**config.mk**
```make
export PLATFORM = sky130hd
export DESIGN_NAME = pipe_chain
export DESIGN_NICKNAME = d
export VERILOG_FILES = /design/src/rtl/pipe_pkg.sv /design/src/rtl/pipe_stage_reg.sv /design/src/rtl/pipe_chain.sv
export SDC_FILE = /design/constraint.sdc
export NUM_CORES = 1
export LEC_CHECK = 0
export ABC_AREA = 0
export CAP_MARGIN = 20
export CORE_MARGIN = 4
export CORE_UTILIZATION = 30
export CTS_CLUSTER_DIAMETER = 120
export CTS_CLUSTER_SIZE = 25
export DETAILED_ROUTE_END_ITERATION = 10
export HOLD_SLACK_MARGIN = 0.12
export PLACE_DENSITY = 0.69
export SYNTH_ARGS = -nofsm -noshare
export SYNTH_HDL_FRONTEND = slang
export SYNTH_SLANG_ARGS = --single-unit
```
**constraint.sdc**
```tcl
create_clock -name clk -period 2.45 [get_ports clk]
set_input_delay 0.49 -clock clk [delete_from_list [all_inputs] [get_ports clk]]
set_output_delay 0.49 -clock clk [all_outputs]
set_load 0.05 [all_outputs]
```
**src/rtl/pipe_pkg.sv**
```systemverilog
// pipe_pkg: shared pipeline defaults, stage indices and saturating-add helper
package pipe_pkg;
  localparam int STAGES_DEF = 4;
  localparam int DATA_W_DEF = 32;
  localparam int STG_IF = 0;
  localparam int STG_ID = 1;
  localparam int STG_EX = 2;
  localparam int STG_MEM = 3;
  localparam int STG_WB = 4;
  localparam logic [31:0] ZERO_WORD = 32'h0000_0000;
  localparam logic [31:0] CNT_MAX = 32'hFFFF_FFFF;
  function automatic logic [31:0] sat_add(input logic [31:0] a, input logic [31:0] b);
    logic [32:0] s;
    s = {1'b0, a} + {1'b0, b};
    return s[32] ? CNT_MAX : s[31:0];
  endfunction
endpackage

```
**src/rtl/pipe_stage_reg.sv**
```systemverilog
// pipe_stage_reg: one pipeline register with valid, hold, bubble and flush
module pipe_stage_reg
  import pipe_pkg::*;
#(
  parameter int DATA_W = DATA_W_DEF
) (
  input  logic              clk,
  input  logic              rst,
  input  logic              hold,
  input  logic              bubble,
  input  logic              flush,
  input  logic [DATA_W-1:0] d,
  input  logic              d_valid,
  output logic [DATA_W-1:0] q,
  output logic              q_valid,
  output logic              bubble_o
);
  logic [DATA_W-1:0] q_d, q_q;
  logic              valid_d, valid_q;
  always_comb begin
    bubble_o = bubble & ~hold & ~flush;
    q_d = (flush | bubble_o) ? '0 : hold ? q_q : d;
    valid_d = (flush | bubble_o) ? 1'b0 : hold ? valid_q : d_valid;
  end
  always_ff @(posedge clk) begin
    if (rst) begin
      q_q <= '0;
      valid_q <= 1'b0;
    end else begin
      q_q <= q_d;
      valid_q <= valid_d;
    end
  end
  assign q = q_q;
  assign q_valid = valid_q;
endmodule

```
**src/rtl/pipe_chain.sv**
```systemverilog
// pipe_chain: STAGES pipeline registers with stall resolution; perf counters under PIPE_PERF_EN
module pipe_chain
  import pipe_pkg::*;
#(
  parameter int STAGES = STAGES_DEF,
  parameter int DATA_W = DATA_W_DEF
) (
  input  logic                     clk,
  input  logic                     rst,
  input  logic [STAGES:0]          stall_req_i,
  input  logic [STAGES-1:0]        flush_i,
  input  logic [STAGES*DATA_W-1:0] d_i,
  input  logic [STAGES-1:0]        d_valid_i,
  output logic [STAGES*DATA_W-1:0] q_o,
  output logic [STAGES-1:0]        q_valid_o,
  output logic [STAGES:0]          stall_o,
  output logic [31:0]              stall_cycles_o,
  output logic [31:0]              bubble_cnt_o
);
  logic [STAGES-1:0] bubble;
  always_comb begin
    stall_o = '0;
    for (int s = 0; s <= STAGES; s++) stall_o[s] = |(stall_req_i >> s);
  end
  for (genvar k = 0; k < STAGES; k++) begin : g_reg
    pipe_stage_reg #(.DATA_W(DATA_W)) u_reg (
      .clk      (clk),
      .rst      (rst),
      .hold     (stall_o[k+1]),
      .bubble   (stall_o[k]),
      .flush    (flush_i[k]),
      .d        (d_i[k*DATA_W +: DATA_W]),
      .d_valid  (d_valid_i[k]),
      .q        (q_o[k*DATA_W +: DATA_W]),
      .q_valid  (q_valid_o[k]),
      .bubble_o (bubble[k])
    );
  end
`ifdef PIPE_PERF_EN
  logic [31:0] stall_cycles_d, stall_cycles_q, bubble_cnt_d, bubble_cnt_q, bubble_n;
  always_comb begin
    bubble_n = '0;
    for (int k = 0; k < STAGES; k++) bubble_n = bubble_n + {31'b0, bubble[k]};
    stall_cycles_d = sat_add(stall_cycles_q, {31'b0, |stall_o});
    bubble_cnt_d = sat_add(bubble_cnt_q, bubble_n);
  end
  always_ff @(posedge clk) begin
    if (rst) begin
      stall_cycles_q <= ZERO_WORD;
      bubble_cnt_q <= ZERO_WORD;
    end else begin
      stall_cycles_q <= stall_cycles_d;
      bubble_cnt_q <= bubble_cnt_d;
    end
  end
  assign stall_cycles_o = stall_cycles_q;
  assign bubble_cnt_o = bubble_cnt_q;
`else
  logic unused_bubble;
  assign unused_bubble = ^bubble;
  assign stall_cycles_o = ZERO_WORD;
  assign bubble_cnt_o = ZERO_WORD;
`endif
endmodule

```
==> flow_summary.json, run 1 <==
{
  "dr.pass1.iters": 5,
  "yosysSeqAreaShare_pct": 51.2,
  "syn_area_sq_um": 5160,
  "drt-vias-per-instance": 4.25,
  "setup_viol": 0,
  "path_clk_slew_ps": 50,
  "ant_nets": 0,
  "yosys_warnings": 0,
  "critPathCaptureType": "primary output",
  "synth-seq-cells": 132,
  "cts_buffers": 17,
  "clk_path_buf_depth": 2,
  "clkLatencyLatePin_ps": 410,
  "vias": 4760,
  "grt_pass1_wl_um": 25100,
  "synth_compound_area_share_pct": 10.2,
  "path_class": "input pin to primary output",
  "grt-ovfl-total": 0,
  "layout-drive-gt1-share_pct": 6.44,
  "cts.sinks": 132,
  "clock_power_share_pct": 48.6,
  "arrival_ps": 1770,
  "holdWs_ps": 452,
  "nFillCells": 1587,
  "p_per_area_nw_per_um2": 700,
  "place_hpwl_um": 12100,
  "synth_top_family_by_area": "simple AND/OR/NAND/NOR gates",
  "synthAdderAreaFrac_pct": 0,
  "fmax_mhz": 443,
  "antenna_cells": 0,
  "rsz0062_at_grt": "false",
  "synth_area_per_cell_sq_um": 8.35,
  "critPathMaxFanout": 9,
  "status": "complete, no violations",
  "drc": 0,
  "crit_buf_inv": 3,
  "cts_resized": 0,
  "fp.dieH_um": 139,
  "htree_num_levels": 4,
  "post_cts_buffers": 0,
  "rrSetupSlack_ps": 1800,
  "die-area_sq_um": 19400,
  "grt_max_degree": 35,
  "slew_viol_final": 0,
  "fin_skew_ps": 0,
  "crit_path_frequent_cell": "buf_4",
  "cap_violations": 0,
  "finalInstanceArea_sq_um": 8550,
  "rows": 47,
  "p_sw_uw": 1530,
  "multi_input_area_sq_um": 2030,
  "fin_cells": 1121,
  "p_leak_uw": 0.00318,
  "hold_viol_final": 0,
  "intPower_uw": 4450,
  "fin_crit_ps": 2260,
  "tns_ps": 0,
  "drtIter0Drc": 150,
  "placed_cells": 1089,
  "worst-slew-pin-transition_ps": 573,
  "p_sw_share_pct": 25.6,
  "portBuffers": 279,
  "required_ps": 1960,
  "wl_per_cell_um": 14.5,
  "grt_pass1_vias": 4461,
  "seqCellArea_sq_um": 2640,
  "cp_top_family": "buffers and inverters",
  "core_sq_um": 16700,
  "start_util_pct": 30.9,
  "fp.dieW_um": 139,
  "ys_types": 21,
  "tritoncts": "yes",
  "grt_usage_pct": 16.3,
  "pwr-share-comb_pct": 14.6,
  "critPathMaxStageDelay_ps": 530,
  "max-vdd-ir-drop_uv": 443,
  "synth_xor_area_share_pct": 0,
  "power_frac_seq_pct": 36.8,
  "holdBufCountCts": 0,
  "synth_mux_area_share_pct": 6.40,
  "fin_crit_sh_pct": 92.2,
  "hold_class": "register to register",
  "root_buffer": "clkbuf_16",
  "relSlewSlack_pct": 61.8,
  "place_congestion": 0.789,
  "layout.nets": 1031,
  "synthesis.instances": 618,
  "placed_cell_area_sq_um": 7870,
  "cp-start-kind": "input pin",
  "synthSimpleGateAreaFrac_pct": 17.9,
  "slowest_stage": "clkdlybuf4s50_1",
  "grt_antenna_before_repair": 0,
  "worstPathCellList": "clkdlybuf4s50_1, nor4_4, buf_4, nand2b_1, buf_4",
  "ios": 344,
  "finalWirelength_um": 16200,
  "area_delta_synth_final_pct": 65.6
}
-- cell usage in the layout, fill, tap and decap left out --
master / Yosys / routed
clkinv_2: 0 / 1
a311o_1: 1 / 1
dfxtp_1: 132 / 132
a211o_1: 1 / 1
mux2i_1: 33 / 33
clkinv_1: 1 / 1
nand2b_1: 1 / 1
buf_2: 15 / 1
inv_1: 2 / 2
o21ai_2: 1 / 2
clkdlybuf4s50_1: 0 / 274
inv_2: 2 / 2
clkinvlp_4: 0 / 2
nor4_4: 1 / 1
nor2_2: 1 / 1
clkbuf_8: 0 / 1
clkbuf_16: 0 / 17
nor3_4: 1 / 1
a21oi_1: 99 / 99
clkbuf_1: 15 / 2
nand2_1: 198 / 198
buf_4: 76 / 19
clkinv_4: 0 / 2
nor2_1: 35 / 35
bufinv_16: 0 / 6
conb_1: 1 / 64
buf_12: 0 / 1
inv_6: 0 / 1
-- routing by layer --
metal / track usage (%) / up-vias / share of wire (%) / wire (um)
met1: 18.6 / 2146 / 39 / 6400
met3: 8.24 / 13 / 11 / 1750
met2: 26.9 / 216 / 49 / 7880
li1: - / 2385 / - / -
met4: 4.94 / 0 / 1.3 / 215
met5: 0 / - / 0 / 0
-- state kept, by name, summed over array words and instances (netlist names) --
signal,flops
g.u_reg.q,128
g.u_reg.q_valid,4
-- worst min-delay path, stage by stage, from the launching register on --
cell and delay, ps:
dfxtp_1 300, nand2_1 50, a21oi_1 50
-- power groups by stage --
stage / sequential, uW / combinational, uW / clock, uW
floorplan: 2370 / 470 / 0
global placement: 2250 / 872 / 0
detailed placement: 2250 / 874 / 0
CTS: 2200 / 878 / 3000
global route: 2210 / 920 / 3100
finish: 2200 / 873 / 2900
-- cell usage after synthesis --
master | instances | area [sq um]
inv_2 | 2 | 7.51
buf_2 | 15 | 75.1
nand2_1 | 198 | 743
nor2_1 | 35 | 131
nand2b_1 | 1 | 6.26
o21ai_1 | 1 | 5.00
nor4_4 | 1 | 21.3
o21ai_2 | 1 | 8.76
clkinv_1 | 1 | 3.75
buf_6 | 1 | 11.3
nor2_2 | 1 | 6.26
inv_1 | 2 | 7.51
buf_4 | 76 | 571
conb_1 | 1 | 3.75
a21oi_1 | 99 | 495
nor3_4 | 1 | 16.3
mux2i_1 | 33 | 330
a211o_1 | 1 | 8.76
clkbuf_1 | 15 | 56.3
a311o_1 | 1 | 10.0
dfxtp_1 | 132 | 2640
-- cell type report --
| class | instances | share of cell area (%) |
|---|---|---|
| inverter | 5 | 0.220 |
| sequential | 132 | 30.9 |
| multi-input combinational | 437 | 23.7 |
| tap | 220 | 3.22 |
| clock buffer | 20 | 5.23 |
| clock inverter | 12 | 2.65 |
| timing repair buffer | 295 | 34.1 |
-- logic make-up (layout without fill, tap and decap cells) --
logic type | count (synthesis) | count (layout)
simple gates | 237 | 237
buf+inv | 112 | 332
other cells | 1 | 64
compound gates | 103 | 103
mux | 33 | 33
flops | 132 | 132
-- through the flow --
stage / total power (uW) / worst slack [ps] / util (%)
after detailed placement: 3120 / 161 / 47.1
after global placement: 3120 / 163 / 47.1
after CTS: 6080 / 163 / 51.2
after floorplan: 2840 / 461 / -
after global routing: 6220 / 77.5 / 51.2
final: 5980 / 190 / 51.2
-- final timing paths --
kind / cells past startpoint / start / end
max: 5 / stall_req_i[2] / stall_o[0]
min: 2 / g_reg[2].u_reg.q[20]$_SDFFE_PP0N_ / g_reg[2].u_reg.q[20]$_SDFFE_PP0N_
max reg2reg: 2 / g_reg[2].u_reg.q[12]$_SDFFE_PP0N_ / g_reg[2].u_reg.q[12]$_SDFFE_PP0N_
min reg2reg: 2 / g_reg[2].u_reg.q[20]$_SDFFE_PP0N_ / g_reg[2].u_reg.q[20]$_SDFFE_PP0N_
(Power assumes the default switching activity.)
==> run 2, diff against run 1 <==
--- a/config.mk
+++ b/config.mk
@@ -14,6 +14,7 @@
 export DETAILED_ROUTE_END_ITERATION = 10
 export HOLD_SLACK_MARGIN = 0.12
 export PLACE_DENSITY = 0.69
+export SETUP_SLACK_MARGIN = 0.4
 export SYNTH_ARGS = -nofsm -noshare
 export SYNTH_HDL_FRONTEND = slang
 export SYNTH_SLANG_ARGS = --single-unit
==> flow_summary.json, run 2 (synthesis gave the netlist of run 1 again) <==
{
  "drt-vias-per-instance": 4.24,
  "portBuffers": 279,
  "path_class": "register to primary output",
  "max-vdd-ir-drop_uv": 444,
  "holdBufCountCts": 0,
  "grt_usage_pct": 16.3,
  "htree_num_levels": 4,
  "slowest_stage": "clkdlybuf4s50_1",
  "wl_per_cell_um": 14.5,
  "layout_commonest_cell": "nand2_1",
  "finalInstanceArea_sq_um": 8420,
  "start_util_pct": 30.9,
  "nFillCells": 1625,
  "antenna_cells": 0,
  "p_leak_uw": 0.00389,
  "relSlewSlack_pct": 61.7,
  "place_congestion": 0.789,
  "fin_skew_ps": 0,
  "layout.nets": 1033,
  "path_clk_slew_ps": 60,
  "root_buffer": "clkbuf_16",
  "power_uw": 5950,
  "status": "complete, no violations",
  "vias": 4764,
  "worstPathCellList": "clkdlybuf4s50_1",
  "drc": 0,
  "slew_viol_final": 0,
  "largest_register_ffs": 128,
  "rsz0062_at_grt": "true",
  "fin_crit_ps": 2010,
  "fmax_mhz": 497,
  "ios": 344,
  "tritoncts": "yes",
  "placed_cell_area_sq_um": 7870,
  "fp.dieW_um": 139,
  "hold_class": "register to register",
  "drtIter0Drc": 154,
  "clk_path_buf_depth": 2,
  "setup_viol": 0,
  "cp_top_family": "buffers and inverters",
  "core_sq_um": 16700,
  "hold_viol_final": 0,
  "crit_buf_inv": 1,
  "p_per_area_nw_per_um2": 707,
  "rows": 47,
  "grt-ovfl-total": 0,
  "tns_ps": 0,
  "dr.pass1.iters": 4,
  "cts_buffers": 17,
  "grt_pass1_vias": 4448,
  "die-area_sq_um": 19400,
  "clkLatencyLatePin_ps": 410,
  "fp.dieH_um": 139,
  "layout-drive-gt1-share_pct": 6.64,
  "grt_antenna_before_repair": 0,
  "critPathMaxFanout": 2,
  "arrival_ps": 1520,
  "critPathCaptureType": "primary output",
  "worst-slew-pin-transition_ps": 574,
  "critPathMaxStageDelay_ps": 800,
  "ant_nets": 0,
  "cp-start-kind": "register",
  "finalWirelength_um": 16300,
  "required_ps": 1960,
  "cts.sinks": 132,
  "area_delta_synth_final_pct": 63.2,
  "place_hpwl_um": 12100,
  "grt_pass1_wl_um": 25100,
  "fin_crit_sh_pct": 82.2,
  "grt_max_degree": 35,
  "cap_violations": 0,
  "final_cell_mix": "198 x nand2_1, 139 x clkdlybuf4s50_1, 132 x dfxtp_1"
}
## run 2: cell types whose count changed in the layout (fill, tap and decap cells not counted)
cell | previous run | this run
buf_4 | 19 | 20
buf_6 | 0 | 1
clkdlybuf4s50_1 | 274 | 139
dlygate4sd2_1 | 0 | 128
dlymetal6s2s_1 | 0 | 7
## run 2: area by class of cell
type	instances	area (sq um)	share of cell area, %
multi-input cells	437	2030	24.1
clock buffers	20	447	5.30
clock inverters	12	226	2.69
inverters	5	18.8	0.223
well taps	220	275	3.27
flip-flops and latches	132	2640	31.4
repair buffers	297	2790	33.1
## run 2: path summary, 6_finish.rpt
| path | from | endpoint | slack, ps | depth (start not counted) |
|---|---|---|---|---|
| worst max register to register | g_reg[0].u_reg.q[8]$_SDFFE_PP0N_ | g_reg[0].u_reg.q[8]$_SDFFE_PP0N_ | 1810 | 2 |
| worst min register to register | g_reg[1].u_reg.q[20]$_SDFFE_PP0N_ | g_reg[1].u_reg.q[20]$_SDFFE_PP0N_ | 450 | 2 |
| worst min-delay path | g_reg[1].u_reg.q[20]$_SDFFE_PP0N_ | g_reg[1].u_reg.q[20]$_SDFFE_PP0N_ | 450 | 2 |
| worst max-delay path | g_reg[1].u_reg.q[5]$_SDFFE_PP0N_ | q_o[37] | 440 | 1 |
## run 2: timing repair
action | CTS | global route
resized for setup | 129 | 7
buffers inserted | 0 | 2
endpoints found under the hold margin | 0 | 0
endpoints found under the setup margin | 129 | 9
## run 2: power breakdown
| group | switching (uW) | internal [uW] | total, uW | leakage [uW] |
|---|---|---|---|---|
| combinational | 547 | 300 | 848 | 0.00251 |
| sequential | 16.5 | 2180 | 2200 | 0.00107 |
| clock | 965 | 1940 | 2910 | 0.000321 |
## run 2: routing by layer
| metal | GRT usage (%) | share of wire (%) |
|---|---|---|
| met5 | 0 | 0 |
| met2 | 27.0 | 49 |
| met4 | 4.69 | 1.2 |
| met1 | 18.6 | 39 |
| met3 | 8.00 | 11 |
## run 2: metrics by stage
stage | hold WS [ps] | cells | util, % | setup slack [ps]
after global routing | 464 | 1123 | 50.4 | 383
final | 449 | 1123 | 50.4 | 437
after floorplan | 437 | 681 | - | 461
after detailed placement | 445 | 1089 | 47.1 | 161
after CTS | 450 | 1121 | 50.2 | 400
after global placement | 441 | 1089 | 47.1 | 163
==> run 3, diff against run 2 <==
==> constraint.sdc (replaced) <==
create_clock -name clk -period 2.1 [get_ports clk]
set_input_delay 0.42 -clock clk [delete_from_list [all_inputs] [get_ports clk]]
set_output_delay 0.42 -clock clk [all_outputs]
set_load 0.05 [all_outputs]
==> flow_summary.json, run 3 (synthesis gave the netlist of run 1 again) <==
{
  "status": "complete, no violations",
  "ant_nets": 0,
  "layout-drive-gt1-share_pct": 18.5,
  "finalWirelength_um": 15800,
  "grt_usage_pct": 15.5,
  "grt_antenna_before_repair": 0,
  "hp-start": "g_reg[2].u_reg.q[2]$_SDFFE_PP0N_",
  "fin_crit_ps": 1680,
  "cp-startpoint": "stall_req_i[1]",
  "required_ps": 1680,
  "worst-slew-pin-transition_ps": 509,
  "drtIter0Drc": 144,
  "drc": 0,
  "fp.dieH_um": 139,
  "clkLatencyLatePin_ps": 400,
  "arrival_ps": 1260,
  "p_leak_uw": 0.00328,
  "place_hpwl_um": 11600,
  "max-vdd-ir-drop_uv": 525,
  "final_cell_mix": "198 x nand2_1, 138 x clkdlybuf4s50_1, 132 x dfxtp_1",
  "root_buffer": "clkbuf_16",
  "relSlewSlack_pct": 66.2,
  "critPathCaptureType": "primary output",
  "wl_per_cell_um": 14.2,
  "portBuffers": 279,
  "hold_viol_final": 0,
  "drt-vias-per-instance": 4.26,
  "ios": 344,
  "tritoncts": "yes",
  "place_congestion": 0.782,
  "cp-start-kind": "input pin",
  "layout_commonest_cell": "nand2_1",
  "path_clk_slew_ps": 60,
  "largest_register_ffs": 128,
  "placed_cell_area_sq_um": 7940,
  "cts.sinks": 132,
  "die-area_sq_um": 19400,
  "htree_num_levels": 4,
  "reg2reg_depth": 2,
  "critPathMaxFanout": 3,
  "holdPathStages": 2,
  "grt_max_degree": 34,
  "clk_path_buf_depth": 2,
  "grt_pass1_vias": 4479,
  "tns_ps": 0,
  "path_class": "input pin to primary output",
  "setup_viol": 0,
  "fin_crit_sh_pct": 79.8,
  "start_util_pct": 30.9,
  "p_per_area_nw_per_um2": 778,
  "fin_skew_ps": 0,
  "slew_viol_final": 0,
  "cts_buffers": 17,
  "cap_violations": 0,
  "rows": 47,
  "rsz0062_at_grt": "true",
  "area_delta_synth_final_pct": 60.3,
  "hold_class": "register to register",
  "holdWs_ps": 451,
  "layout.nets": 1030,
  "fmax_mhz": 596,
  "antenna_cells": 0,
  "core_sq_um": 16700,
  "grt_pass1_wl_um": 24100,
  "grt-ovfl-total": 0,
  "finalInstanceArea_sq_um": 8270,
  "timing.rr.start": "g_reg[0].u_reg.q[13]$_SDFFE_PP0N_",
  "dr.pass1.iters": 4,
  "fp.dieW_um": 139,
  "vias": 4755
}
-- run 3: layer usage --
metal	vias to the layer above	part of all wire, %	global-route usage [%]
li1	2377	-	-
met1	2139	40	17.1
met2	208	48	25.8
met3	31	10	7.21
met4	0	2.7	6.59
met5	-	0	0
-- run 3: final cells by class --
cell class	count	area, sq um
fill	1651	8430
timing repair buffer	294	2740
sequential	132	2640
multi-input combinational	437	2030
clock buffer	19	453
tap	220	275
clock inverter	10	110
inverter	5	22.5
-- run 3: worst paths after layout --
| kind | end | slack [ps] |
|---|---|---|
| setup / recovery | stall_o[1] | 420 |
| hold / removal | g_reg[2].u_reg.q[2]$_SDFFE_PP0N_ | 450 |
| setup reg to reg | g_reg[0].u_reg.q[13]$_SDFFE_PP0N_ | 1460 |
| hold reg to reg | g_reg[2].u_reg.q[2]$_SDFFE_PP0N_ | 450 |
-- run 3: worst max-delay path: stages --
cell and delay (ps):
clkdlybuf4s15_2 200, nor4_4 270, buf_4 180, inv_2 50
buf_12 140
-- run 3: power breakdown --
group / switching [uW] / total (uW) / internal, uW
Sequential: 20.8 / 2570 / 2550
Clock: 1080 / 2860 / 1780
Combinational: 638 / 1000 / 364
-- run 3: timing repair --
| action | 4_1_cts | 5_1_grt |
|---|---|---|
| cloned | 0 | 0 |
| setup endpoints to repair | 136 | 64 |
| hold buffers | 0 | 0 |
| gates resized for setup | 317 | 63 |
| buffers inserted | 0 | 1 |
| hold endpoints to repair | 0 | 0 |
| pin swaps | 1 | 2 |
-- run 3: stage by stage --
step	utilization (%)	worst slack (ps)	total power, uW	cells
3_3_place_gp	47.5	-28.0	3650	1087
3_5_place_dp	47.5	-33.8	3650	1087
5_1_grt	49.5	373	6680	1117
2_1_floorplan	-	382	3320	681
4_1_cts	51.2	314	6530	1116
6_report	49.5	423	6430	1117
